===== src/rtl/alu_sequencer.sv =====
// alu_sequencer: accepts one register-file instruction at a time, drives an external ALU, writes back and returns the result.
module alu_sequencer #(
    parameter int WIDTH = 4,
    parameter int OPW   = 3,
    parameter int AW    = 2
) (
    input  logic             clk,
    input  logic             rst,
    input  logic             cmd_valid,
    output logic             cmd_ready,
    input  logic             cmd_ld,
    input  logic [OPW-1:0]   cmd_op,
    input  logic [AW-1:0]    cmd_rd,
    input  logic [AW-1:0]    cmd_rs1,
    input  logic [AW-1:0]    cmd_rs2,
    input  logic             cmd_imm_en,
    input  logic [WIDTH-1:0] cmd_imm,
    output logic [WIDTH-1:0] alu_a,
    output logic [WIDTH-1:0] alu_b,
    output logic [OPW-1:0]   alu_op,
    input  logic [WIDTH-1:0] alu_out,
    output logic             rsp_valid,
    input  logic             rsp_ready,
    output logic [WIDTH-1:0] rsp_data,
    output logic             busy
);
    typedef enum logic [1:0] {IDLE, EXEC, RESP} state_t;

    state_t           r_state;
    state_t           w_next;
    logic             w_accept;
    logic [WIDTH-1:0] r_regs [2**AW];
    logic [AW-1:0]    r_rd;
    logic [WIDTH-1:0] r_alu_a;
    logic [WIDTH-1:0] r_alu_b;
    logic [OPW-1:0]   r_alu_op;
    logic [WIDTH-1:0] r_rsp_data;

    assign alu_a    = r_alu_a;
    assign alu_b    = r_alu_b;
    assign alu_op   = r_alu_op;
    assign rsp_data = r_rsp_data;

    always_ff @(posedge clk) begin
        if (rst) r_state <= IDLE;
        else     r_state <= w_next;
    end

    always_comb begin
        w_next    = r_state;
        cmd_ready = r_state == IDLE;
        rsp_valid = r_state == RESP;
        busy      = r_state != IDLE;
        w_accept  = cmd_valid && r_state == IDLE;
        case (r_state)
            IDLE:    if (w_accept) w_next = cmd_ld ? RESP : EXEC;
            EXEC:    w_next = RESP;
            RESP:    if (rsp_ready) w_next = IDLE;
            default: w_next = IDLE;
        endcase
    end

    // Operands are sampled at accept, so sources always see pre-write register values.
    always_ff @(posedge clk) begin
        if (rst) begin
            for (int i = 0; i < 2**AW; i++) r_regs[i] <= '0;
            r_rd       <= '0;
            r_alu_a    <= '0;
            r_alu_b    <= '0;
            r_alu_op   <= '0;
            r_rsp_data <= '0;
        end else begin
            if (w_accept && cmd_ld) begin
                r_regs[cmd_rd] <= cmd_imm;
                r_rsp_data     <= cmd_imm;
            end
            if (w_accept && !cmd_ld) begin
                r_alu_a  <= r_regs[cmd_rs1];
                r_alu_b  <= cmd_imm_en ? cmd_imm : r_regs[cmd_rs2];
                r_alu_op <= cmd_op;
                r_rd     <= cmd_rd;
            end
            if (r_state == EXEC) begin
                r_regs[r_rd] <= alu_out;
                r_rsp_data   <= alu_out;
            end
        end
    end
endmodule


===== config.mk =====
export PLATFORM = sky130hd
export DESIGN_NAME = alu_sequencer
export DESIGN_NICKNAME = d
export VERILOG_FILES = /design/src/rtl/alu_sequencer.sv
export SDC_FILE = /design/constraint.sdc
export NUM_CORES = 1
export LEC_CHECK = 0
export CORE_MARGIN = 2
export CORE_UTILIZATION = 49
export DETAILED_ROUTE_END_ITERATION = 7
export GPL_TIMING_DRIVEN = 0
export HOLD_SLACK_MARGIN = 0.12
export PLACE_DENSITY = 0.78
export SKIP_LAST_GASP = 1
export SLEW_MARGIN = 20
export SYNTH_ARGS = -nofsm -noshare
export SYNTH_HDL_FRONTEND = slang
export SYNTH_SLANG_ARGS = --single-unit

===== constraint.sdc =====
create_clock -name clk -period 2.6 [get_ports clk]
set_input_delay 0.52 -clock clk [delete_from_list [all_inputs] [get_ports clk]]
set_output_delay 0.52 -clock clk [all_outputs]
set_load 0.1 [all_outputs]

==> flow_summary.ini, run 1 <==
[global_route]
grt_pass1_wl_mm = 7.25
grt_usage_pct = 23.2
grt_pass1_vias = 1500
grt_max_degree = 12
antenna_found_initial = 0
grt-ovfl-total = 0

[yosys]
synth_area_um2 = 1790
synth_area_per_cell_um2 = 11.0
synth_top_area_share_pct = 26.8
synth_flop_cell = dfxtp_1
ys_types = 43
synthCells = 163
yosysMostFrequentCell = dfxtp_1
synth_area_leaders = edfxtp_1, dfxtp_1, mux4_2, a21oi_1, nand2_1
syn-num-nets = 186
yosysWarnings = 0
synthArstFlopShare_pct = 0
ys_ff_latch = 35
ys_seq_area_share_pct = 48.1
synth_top_area_cell = edfxtp_1
synth_common_cells = dfxtp_1, nand2_1, edfxtp_1
synth_edf_count = 16

[clocking]
cts_root_buf = clkbuf_4
clkLatencyLatePin_ns = 0.34
cts_htree_levels = 2
cts-buffers-inserted = 5
cts.sinks = 35
path_clk_slew_ns = 0.10
cts_setup_buffers = 0
clock_path_buffers = 2
cts_tree = yes
hold_buffers = 0

[floorplanning]
die_w_um = 64.5
dieArea_um2 = 4150
coreArea_um2 = 3420
die_h_um = 64.5
start_util_pct = 52.4
io_pins = 41
rows = 21

[min_path]
min_to = alu_a[3]$_SDFFE_PP0P_
hp-start = alu_a[3]$_SDFFE_PP0P_
holdPathStages = 2
hold_class = reg -> reg

[layout]
area_delta_synth_final_pct = 28.1
design_area_um2 = 2290
stdcell_count = 255
regArea_um2 = 861
nFillCells = 274
n_antenna_cell = 0
drive_gt1_share_pct = 19.1
final_core_util_pct = 67.1
multi_input_area_um2 = 847
fin_nets = 231

[timing]
fin_tns_setup_ns = 0
fin_crit_ns = 2.39
tightest_slew_ns = 0.975
fin_crit_sh_pct = 92.0
skew_ns = 0.00683
setup_viol = 0
fmax_ghz = 0.418
slew_headroom_pct = 34.8
hold_viol = 0
rsz0062_at_grt = false
slew_viol_final = 0

[placement]
dp_hpwl_mm = 3.35
post-place-cells = 247
numPortBuffers = 38
routabilityCongestion = 0.829
dpl_cell_area_um2 = 2230

[job]
maxCapViolCount = 0

[critical_path]
crit_type = reg -> out
path_max_fanout = 10
arrival_ns = 1.87
critPathRequiredTime_ns = 2.08
r2r_setup_slack_ns = 0.56
r2r_cells = 5
start_kind = flop
reg2reg_to = r_regs[3][0]$_DFFE_PP_
worstSetupStartpoint = r_state[0]$_SDFFE_PP0P_
r2r-start = r_state[1]$_SDFFE_PP0P_
end_kind = output port

[drt]
dr.pass1.iters = 4
drc = 0
num_vias = 1502
dr.first_iter.drc_count = 71
ant_nets = 0
wl_per_cell_um = 17.0
via_per_inst = 5.89
drt_wl_total_mm = 4.33

[pwr]
pwr_density_cell_nw_per_um2 = 559
power_uw = 1280
ir_drop_mv = 0.341
cellLeakagePower_uw = 0.000868

[run_status]
status = complete, no violations
==> cell families after synthesis <==
family,after synthesis,synth area share (%)
compound gates,48,19.6
flops,35,48.1
mux,12,10.1
buf+inv,20,5.10
simple gates,48,17.2
==> sequential cells by signal, summed over array words and instances (netlist names) <==
| register | count |
|---|---|
| r_rd | 2 |
| r_regs | 16 |
| alu_op | 3 |
| r_state | 2 |
| alu_b | 4 |
| rsp_data | 4 |
| alu_a | 4 |
==> what timing repair did <==
action                                  4_1_cts  5_1_grt
resized for setup                             3        1
gates cloned                                  0        0
endpoints found under the setup margin        3        4
==> final cells by class <==
class	instances	share of cell area [%]
well taps	46	2.51
flip-flops and latches	35	37.5
clock inverters	1	0.218
inverters	11	1.80
multi-input cells	108	36.9
plain buffers	9	2.18
clock buffers	7	2.40
repair buffers	38	16.4
==> where the power goes <==
group | switching (uW) | internal (uW)
Clock | 176 | 131
Combinational | 237 | 112
Sequential | 18.6 | 609
Total | 431 | 851
==> placed cells by master, fill, tap and decap left out, types with 5 or more instances in the layout <==
| cell | instances |
|---|---|
| a32oi_1 | 5 |
| mux2_2 | 6 |
| inv_1 | 6 |
| edfxtp_1 | 16 |
| clkdlybuf4s50_1 | 35 |
| nand2_1 | 18 |
| dfxtp_1 | 19 |
| o21ai_1 | 6 |
| a21oi_1 | 15 |
| nor2_1 | 6 |
| clkbuf_4 | 5 |
| a21o_1 | 7 |
| inv_2 | 5 |
==> through the flow <==
step	setup slack, ns	hold WS (ns)
after global placement	-0.256	0.436
final	0.208	0.460
after detailed placement	-0.361	0.441
after floorplan	0.106	0.463
after CTS	0.00708	0.462
after global routing	0.134	0.485
==> critical path: stages, from the launching register on <==
cell,delay (ns)
dfxtp_1,0.34
buf_4,0.17
nor2b_1,0.14
dlygate4sd2_1,0.88
==> metal layers <==
layer | up-vias | global-route usage [%] | wire length (um)
met4 | 0 | 9.04 | 85
met1 | 704 | 28.0 | 1720
met5 | - | 0 | 0
met3 | 10 | 6.25 | 366
met2 | 72 | 39.5 | 2150
li1 | 716 | - | -
==> worst max-delay path by stage <==
stage,depth (start not counted),slack (ns),endpoint
2_1_floorplan,3,0.11,busy
3_3_place_gp,5,-0.26,r_regs[3][1]$_DFFE_PP_
3_5_place_dp,5,-0.36,r_regs[3][1]$_DFFE_PP_
4_1_cts,5,0.007,r_regs[3][1]$_DFFE_PP_
5_1_grt,3,0.13,rsp_valid
6_report,3,0.21,rsp_valid
(Power assumes the default switching activity.)
==> inputs of run 2 (changes only) <==
CORE_MARGIN = 4   (was 2)
==> flow_summary.ini, run 2 (synthesized netlist as in run 1, its figures left out) <==
[run_status]
status = complete, no violations

[critical_path]
crit_type = reg -> out
slowest_delay_ns = 1.12
path_max_fanout = 10
timing.critical_path.cells = buf_4, nor2_2, inv_1, clkdlybuf4s50_1
critPathRequiredTime_ns = 2.08
critPathTopFamily = buffers and inverters
end_kind = output port
path_buf_inv = 3
arrival_ns = 2.01
start_kind = flop
crit_slowest_cell = clkdlybuf4s50_1

[drt]
drc = 0
dr.first_iter.drc_count = 130
num_vias = 1548
drt_wl_total_mm = 4.68
via_per_inst = 6.07
dr.pass1.iters = 5
wl_per_cell_um = 18.4
ant_nets = 0

[layout]
stdcell_count = 255
fin_nets = 231
design_area_um2 = 2330
largest_register_ff_count = 16
drive_gt1_share_pct = 19.1
area_delta_synth_final_pct = 30.0
layout_commonest_cell = clkdlybuf4s50_1
n_antenna_cell = 0
final_cell_mix = clkdlybuf4s50_1, dfxtp_1, nand2_1, edfxtp_1, a21oi_1
registers.top_by_ff_count = r_regs

[floorplanning]
dieArea_um2 = 4690
coreArea_um2 = 3440
rows = 21
die_w_um = 68.5
start_util_pct = 52.0
io_pins = 41
die_h_um = 68.5

[clocking]
cts_htree_levels = 2
clkLatencyLatePin_ns = 0.29
clock_path_buffers = 2
cts_setup_buffers = 0
cts_tree = yes
cts-buffers-inserted = 5
cts.sinks = 35
path_clk_slew_ns = 0.07
cts_root_buf = clkbuf_8
hold_buffers = 0

[timing]
fin_crit_sh_pct = 97.3
tightest_slew_ns = 0.996
hold_viol = 0
setup_viol = 0
slew_viol_final = 0
fin_crit_ns = 2.53
slew_headroom_pct = 33.4
setup_ws_ns = 0.0707
rsz0062_at_grt = false
fmax_ghz = 0.395
skew_ns = 0.00477
fin_tns_setup_ns = 0

[job]
maxCapViolCount = 0

[global_route]
grt_pass1_wl_mm = 7.13
grt_pass1_vias = 1481
grt_usage_pct = 21.1
antenna_found_initial = 0
grt-ovfl-total = 0
grt_max_degree = 12

[placement]
numPortBuffers = 38
post-place-cells = 247
post-place-ws_ns = -0.257
dp_hpwl_mm = 3.64
routabilityCongestion = 0.881
dpl_cell_area_um2 = 2230

[min_path]
hold_class = reg -> reg

[pwr]
ir_drop_mv = 0.289
cellLeakagePower_uw = 0.000879
pwr_density_cell_nw_per_um2 = 595
[run 2: cell types whose count changed in the layout (fill, tap and decap cells not counted), sizes merged]
cell / before / now
clkdlybuf4s50: 35 / 37
dlygate4sd2: 3 / 1
[run 2: through the flow]
stage | power (uW) | utilization (%) | hold slack (ns)
floorplan | 880 | - | 0.463
global placement | 982 | 64.8 | 0.436
detailed placement | 991 | 64.8 | 0.448
CTS | 1380 | 67.4 | 0.464
global route | 1420 | 67.6 | 0.482
finish | 1380 | 67.6 | 0.456
[run 2: worst reg2reg max path, delay by kind of cell, from the launching register on]
kind            cells  cell delay, ns
compound gates      2            0.62
buf+inv             1            0.18
flops               1            0.33
simple gates        1            0.52
[run 2: area by class of cell]
type | count | area, um2
Clock buffer | 7 | 86.3
Buffer | 9 | 50.0
Clock inverter | 1 | 5.00
Tap cell | 46 | 57.6
Sequential cell | 35 | 861
Multi-Input combinational cell | 108 | 847
Fill cell | 247 | 1110
Inverter | 11 | 41.3
Timing Repair Buffer | 38 | 379
[run 2: timing repair]
item | in CTS | in global routing
gates cloned | 0 | 0
gates resized for setup | 1 | 1
endpoints found under the setup margin | 1 | 4
endpoints found under the hold margin | 0 | 0
[run 2: worst paths after layout]
check	slack [ns]	from	to	cells after the start
setup / recovery	0.07	r_state[0]$_SDFFE_PP0P_	busy	4
hold / removal	0.46	rsp_data[0]$_SDFFE_PP0P_	rsp_data[0]$_SDFFE_PP0P_	1
hold reg to reg	0.46	rsp_data[0]$_SDFFE_PP0P_	rsp_data[0]$_SDFFE_PP0P_	1
setup reg to reg	0.61	r_state[0]$_SDFFE_PP0P_	r_regs[1][2]$_SDFFCE_PN0P_	4
[run 2: power by group]
part	leakage, uW	switching [uW]	total [uW]	internal (uW)
Combinational	0.000509	239	353	114
Sequential	0.000321	20.6	630	609
Clock	0.0000482	188	402	214
[run 2: layer usage]
metal  track usage, %  wire (um)  up-vias
li1                 -          -      714
met1             25.0       1900      724
met2             35.5       2270       89
met3             3.45        325       21
met4             12.4        190        0
met5                0          0        -
